$ cat config.mk
export PLATFORM = sky130hd
export DESIGN_NAME = avalon_pio_irq_flat
export DESIGN_NICKNAME = d
export VERILOG_FILES = /design/src/rtl/avalon_pio_irq_if.sv /design/src/rtl/avalon_pio_irq.sv /design/src/flat_wrapper.sv
export SDC_FILE = /design/constraint.sdc
export NUM_CORES = 1
export LEC_CHECK = 0
export BUFFER_PORTS_ARGS = -buffer_cell sky130_fd_sc_hd__clkbuf_2
export CORE_MARGIN = 2
export CORE_UTILIZATION = 51
export CTS_CLUSTER_DIAMETER = 150
export DETAILED_ROUTE_END_ITERATION = 8
export PLACE_DENSITY = 0.79
export SLEW_MARGIN = 10
export SYNTH_ARGS = -nofsm -noshare
export SYNTH_HDL_FRONTEND = slang
export SYNTH_SLANG_ARGS = --single-unit
export TNS_END_PERCENT = 30
$ cat constraint.sdc
create_clock -name clk -period 2.35 [get_ports clk]
set_input_delay 0.3525 -clock clk [delete_from_list [all_inputs] [get_ports clk]]
set_output_delay 0.3525 -clock clk [all_outputs]
set_load 0.1 [all_outputs]
$ cat src/rtl/avalon_pio_irq_if.sv
// Avalon-MM register bus for one GPIO bank: word-indexed, zero-wait-state,
// readdata combinational from address.
interface avalon_pio_irq_if;
  logic [2:0]  address;
  logic        read;
  logic [31:0] readdata;
  logic        write;
  logic [31:0] writedata;

  modport master (
    output address,
    output read,
    output write,
    output writedata,
    input  readdata
  );

  modport slave (
    input  address,
    input  read,
    input  write,
    input  writedata,
    output readdata
  );
endinterface

$ cat src/rtl/avalon_pio_irq.sv
// GPIO bank with per-bit direction, atomic set/clear, synchronised inputs,
// selectable rising/falling edge capture and a maskable level interrupt.
module avalon_pio_irq #(
  parameter int unsigned       WIDTH       = 8,
  parameter int unsigned       SYNC_STAGES = 2,
  parameter logic [WIDTH-1:0]  RESET_OUT   = '0
) (
  input  logic              clk,
  input  logic              reset,
  avalon_pio_irq_if.slave   bus,
  input  logic [WIDTH-1:0]  gpio_in,
  output logic [WIDTH-1:0]  gpio_out,
  output logic [WIDTH-1:0]  gpio_oe,
  output logic              irq
);

  typedef enum logic [2:0] {
    ADDR_DATA    = 3'd0,
    ADDR_DIR     = 3'd1,
    ADDR_IRQMASK = 3'd2,
    ADDR_EDGE    = 3'd3,
    ADDR_OUTSET  = 3'd4,
    ADDR_OUTCLR  = 3'd5,
    ADDR_EDGESEL = 3'd6,
    ADDR_RSVD    = 3'd7
  } addr_e;

  localparam logic [2:0] WARM_DONE = 3'(SYNC_STAGES + 1);

  function automatic logic [2:0] sat_inc(input logic [2:0] v);
    return (v == WARM_DONE) ? v : v + 3'd1;
  endfunction

  function automatic logic [31:0] zext(input logic [WIDTH-1:0] v);
    return 32'(v);
  endfunction

  logic [WIDTH-1:0] out_q;
  logic [WIDTH-1:0] dir_q;
  logic [WIDTH-1:0] mask_q;
  logic [WIDTH-1:0] sel_q;
  logic [WIDTH-1:0] edge_q;
  logic [WIDTH-1:0] sync_p [SYNC_STAGES];
  logic [WIDTH-1:0] prev_q;
  logic [2:0]       warm_q;

  addr_e            addr;
  logic [WIDTH-1:0] wdata;
  logic [WIDTH-1:0] in_sync;
  logic [WIDTH-1:0] cond;
  logic [WIDTH-1:0] w1c;
  logic [WIDTH-1:0] out_d;
  logic [WIDTH-1:0] edge_d;
  logic             cap_en;
  logic [31:0]      rdata;

  // The read strobe has no side effects and upper writedata bits are ignored.
  logic unused_bus;
  assign unused_bus = ^{bus.read, bus.writedata};

  assign addr  = addr_e'(bus.address);
  assign wdata = bus.writedata[WIDTH-1:0];

  // Input synchroniser stage p0..pN-1, then prev one clock behind in_sync
  always_ff @(posedge clk or posedge reset) begin
    if (reset) begin
      for (int i = 0; i < SYNC_STAGES; i++) sync_p[i] <= '0;
      prev_q <= '0;
      warm_q <= '0;
    end else begin
      sync_p[0] <= gpio_in;
      for (int i = 1; i < SYNC_STAGES; i++) sync_p[i] <= sync_p[i-1];
      prev_q <= in_sync;
      warm_q <= sat_inc(warm_q);
    end
  end

  assign in_sync = sync_p[SYNC_STAGES-1];
  // Suppress capture until the chain holds only post-reset samples.
  assign cap_en  = (warm_q == WARM_DONE);
  assign cond    = (sel_q & ~in_sync & prev_q) | (~sel_q & in_sync & ~prev_q);
  assign w1c     = (bus.write && addr == ADDR_EDGE) ? wdata : '0;
  // A new edge outranks a same-cycle clear of the same bit.
  assign edge_d  = (edge_q & ~w1c) | (cap_en ? cond : '0);

  always_comb begin
    out_d = out_q;
    if (bus.write) begin
      case (addr)
        ADDR_DATA:   out_d = wdata;
        ADDR_OUTSET: out_d = out_q | wdata;
        ADDR_OUTCLR: out_d = out_q & ~wdata;
        default:     out_d = out_q;
      endcase
    end
  end

  // Register file update
  always_ff @(posedge clk or posedge reset) begin
    if (reset) begin
      out_q  <= RESET_OUT;
      dir_q  <= '0;
      mask_q <= '0;
      sel_q  <= '0;
      edge_q <= '0;
    end else begin
      out_q  <= out_d;
      edge_q <= edge_d;
      if (bus.write && addr == ADDR_DIR)     dir_q  <= wdata;
      if (bus.write && addr == ADDR_IRQMASK) mask_q <= wdata;
      if (bus.write && addr == ADDR_EDGESEL) sel_q  <= wdata;
    end
  end

  always_comb begin
    rdata = '0;
    case (addr)
      ADDR_DATA:    rdata = zext((dir_q & out_q) | (~dir_q & in_sync));
      ADDR_DIR:     rdata = zext(dir_q);
      ADDR_IRQMASK: rdata = zext(mask_q);
      ADDR_EDGE:    rdata = zext(edge_q);
      ADDR_EDGESEL: rdata = zext(sel_q);
      ADDR_OUTSET, ADDR_OUTCLR, ADDR_RSVD: rdata = '0;
      default:      rdata = '0;
    endcase
  end

  assign bus.readdata = rdata;
  assign gpio_out     = out_q;
  assign gpio_oe      = dir_q;
  assign irq          = |(edge_q & mask_q);

endmodule

$ cat src/flat_wrapper.sv
// flat-port wrapper written by rule: the top's interface ports become plain ports
module avalon_pio_irq_flat 
#(
  parameter int unsigned       WIDTH       = 8,
  parameter int unsigned       SYNC_STAGES = 2,
  parameter logic [WIDTH-1:0]  RESET_OUT   = '0
)
  (clk, reset, gpio_in, gpio_out, gpio_oe, irq, bus_address, bus_read, bus_write, bus_writedata, bus_readdata);
  avalon_pio_irq_if bus_i ();
  input  logic clk;
  input  logic reset;
  input  logic [WIDTH-1:0] gpio_in;
  output logic [WIDTH-1:0] gpio_out;
  output logic [WIDTH-1:0] gpio_oe;
  output logic irq;
  input wire logic [$bits(bus_i.address)-1:0] bus_address;
  input wire logic [$bits(bus_i.read)-1:0] bus_read;
  input wire logic [$bits(bus_i.write)-1:0] bus_write;
  input wire logic [$bits(bus_i.writedata)-1:0] bus_writedata;
  output wire logic [$bits(bus_i.readdata)-1:0] bus_readdata;
  assign bus_i.address = bus_address;
  assign bus_i.read = bus_read;
  assign bus_i.write = bus_write;
  assign bus_i.writedata = bus_writedata;
  assign bus_readdata = bus_i.readdata;
  avalon_pio_irq #(.WIDTH(WIDTH), .SYNC_STAGES(SYNC_STAGES), .RESET_OUT(RESET_OUT)) u_core (.clk(clk), .reset(reset), .bus(bus_i), .gpio_in(gpio_in), .gpio_out(gpio_out), .gpio_oe(gpio_oe), .irq(irq));
endmodule
==> run metrics <==
asr flop ratio synth between 90% and 100%; synthesized instance count between 200 and 300; post-layout min period 2.049 ns; final-layout fill cell count 476; Remaining DRCs 0; Core Box Area between 5000 and 6000 µm²; final hold slack around 0.055 ns; Peak VDD IR ~0.54 mV; first drt pass iteration count 4; internal power between 0.002 and 0.0025 W; crit-path leading delay family buffers and inverters; layout cells sized above 1 ~30%; vias in the first global route approximately 2200; Initial Utilization a little over half; wirelength, routed about 6.7 mm; Max Freq around 0.49 GHz; CTS Sinks 67; status finished clean; Sw Share approximately two fifths; Crit Path Class input port to primary output; Crit-path slowest cell nand2b_1; RePlAce Congestion 0.7585; Simple-Gate Fraction of Synth Area approximately 14%; Final Setup Violations 0; crit-path max FO 15; nets@finish between 300 and 400; Worst Path Arrival ~1.7 ns; setup TNS 0 ns; top_reg_cell synth dfrtp_1; Worst Path Buf+Inv 2; vias per cell around 5.5; Netlist cell types between 40 and 50; total number of vias 2174; Power Density 968.5 nW/µm²; Seq/Total Area, Yosys 52.14%; WL/cell about 17 µm; Post-Synth XOR/XNOR Area less than 1%; Leak between 1.5 and 2 nW; Iter 0 DRT Violations 124; GRT overflow 0; main combinational cell family by area after synthesis simple AND/OR/NAND/NOR gates; clk slew on worst S/H paths 0.07 ns; synthesized area 3216 µm²; Net Sw Power ~0.0014 W; period utilization between 80 and 90%; Least-Margin Pin Slew 0.5432 ns; Resized cells post-CTS 0; gr usage total around 20%; largest net degree at the start of global routing between 60 and 70; Seq pwr share approximately two fifths; IO buf count 46; Finished Cell Area between 3000 and 4000 µm²; DP Area about 3600 µm²; clock latency on the worst-skew pair 0.34 ns; Worst setup EP type primary output; crit path cell chain clkbuf_2 -> nand2b_1 -> o211ai_1 -> buf_12; CTS Buffer Depth 2; Die Y-Extent 83.41 µm; # IOs 96; Yosys reg bits between 60 and 70; Synth Warn # 0; Rows 28; Final HPWL DP 4.527 mm; most common cell after layout, fill and taps aside dfrtp_1; ant diodes 0; Post-CTS Hold Buffers 0; max incr delay on CP about 0.44 ns; multiplexer share of the synthesized area between 10% and 20%; Post-synth EDFFs 0; clock buffer count from CTS 9; initial antenna violation count 0; CP required 2.00 ns; die area between 6000 and 7000 µm²; adder-cell share of the synthesized area less than 1%; most frequent cells in the layout 67 x dfrtp_1, 38 x clkbuf_2, 24 x conb_1, 21 x nand2b_1, 15 x mux2_2; CTS tree done; Relative slew margins approximately 64%; Max Cap Viol 0; htree depth 3; Root Buffer clkbuf_8; first-pass GRT wire length approximately 11 mm; Comb power frac approximately 34%; Antenna Violating Nets Remaining 0; Die X-Extent approximately 83 µm; RSZ-0062 raised after global routing no; final setup margin 0.3007 ns; worst hold-check path type input port to async pin; syn_area_per_cell between 10 and 15 µm²; Area Growth Syn to Fin 17.32%; clock skew between 0.005 and 0.006 ns; Clock power frac 27.4%; Synth Area in Compound Gates between 10% and 20%; nature of the critical path startpoint input port; Layout Utilization between 60% and 70%; pre-CTS WS between 0.3 and 0.4 ns; Slew Limit Fails 0; Final Hold Viols 0; Setup Buffers After CTS 0
[path summary, 6_finish.rpt]
kind | startpoint | slack, ns | depth (start not counted) | endpoint
setup / recovery | bus_address[2] | 0.30 | 4 | bus_readdata[7]
min in group clk | gpio_in[6] | 0.11 | 1 | u_core.sync_p[14]
setup reg to reg | u_core.warm_q[0] | 0.86 | 3 | u_core.warm_q[1]
max in group asynchronous | reset | 2.02 | 3 | u_core.in_sync[5]
hold reg to reg | u_core.sync_p[10] | 0.35 | 0 | u_core.in_sync[2]
hold / removal | reset | 0.06 | 3 | u_core.in_sync[2]
[cell usage after synthesis, drive strengths merged (2+ instances only)]
| library cell | instances | area [µm²] |
|---|---|---|
| a22o | 12 | 105.1 |
| o221ai | 7 | 61.31 |
| nand3b | 6 | 45.04 |
| o21ai | 14 | 70.07 |
| nand4b | 3 | 41.29 |
| buf | 32 | 230.2 |
| a22oi | 4 | 30.03 |
| nand3 | 4 | 20.02 |
| a211oi | 3 | 22.52 |
| ha | 2 | 25.02 |
| dfrtp | 67 | 1677 |
| o21a | 8 | 60.06 |
| clkbuf | 2 | 17.51 |
| and3 | 2 | 12.51 |
| nand2b | 21 | 131.4 |
| a21oi | 5 | 25.02 |
| nand2 | 12 | 47.55 |
| nor2 | 5 | 21.27 |
| mux2i | 9 | 90.09 |
| inv | 2 | 7.510 |
| mux2 | 25 | 311.6 |
| nor3b | 9 | 78.83 |
| o22ai | 2 | 12.51 |
[kinds of logic after synthesis]
| logic type | Yosys count |
|---|---|
| AOI/OAI and AO/OA | 56 |
| muxes | 34 |
| DFF | 67 |
| and+or+nand+nor | 67 |
| other | 1 |
| xor gates and xnor gates | 1 |
| buffers and inverters | 36 |
| adders and majority gates | 2 |
[power groups by stage]
| stage | clock network (W) | registers (W) | logic, W |
|---|---|---|---|
| after floorplan | 0 | 0.00175 | 0.000679 |
| after global placement | 0 | 0.00143 | 0.00121 |
| after detailed placement | 0 | 0.00144 | 0.00123 |
| after CTS | 0.00100 | 0.00142 | 0.00123 |
| after global routing | 0.00106 | 0.00145 | 0.00128 |
| final | 0.00100 | 0.00143 | 0.00123 |
[registers in the layout (all words and copies together) (netlist names)]
signal / cells
u_core.gpio_out: 8
u_core.edge_q: 8
u_core.mask_q: 8
u_core.prev_q: 8
u_core.in_sync: 8
u_core.warm_q: 3
u_core.gpio_oe: 8
u_core.sync_p: 8
u_core.sel_q: 8
[worst min-delay path: cells and delay by family]
kind / cells / cell delay, ns
buffers and inverters: 3 / 0.44
[through the flow]
step / total power [W] / cells
global route: 0.003782 / 394
floorplan: 0.002431 / 287
CTS: 0.003660 / 394
finish: 0.003654 / 394
global placement: 0.002646 / 378
detailed placement: 0.002672 / 378
[cell type report]
type,count,area (µm²),share of cell area [%]
timing repair buffer,50,405.4,10.75
clock inverter,1,30.03,0.7960
inverter,2,7.507,0.1990
clock buffer,15,176.4,4.677
tap,75,93.84,2.488
sequential,67,1677,44.44
multi-input combinational,184,1383,36.65
[per-layer routing]
layer | routed length [µm] | track usage [%]
met5 | 0 | 0
met4 | 119 | 7.750
met3 | 377 | 6.064
met2 | 3374 | 32.84
met1 | 2817 | 25.52
No activity file was read; power rests on OpenSTA's default activity.
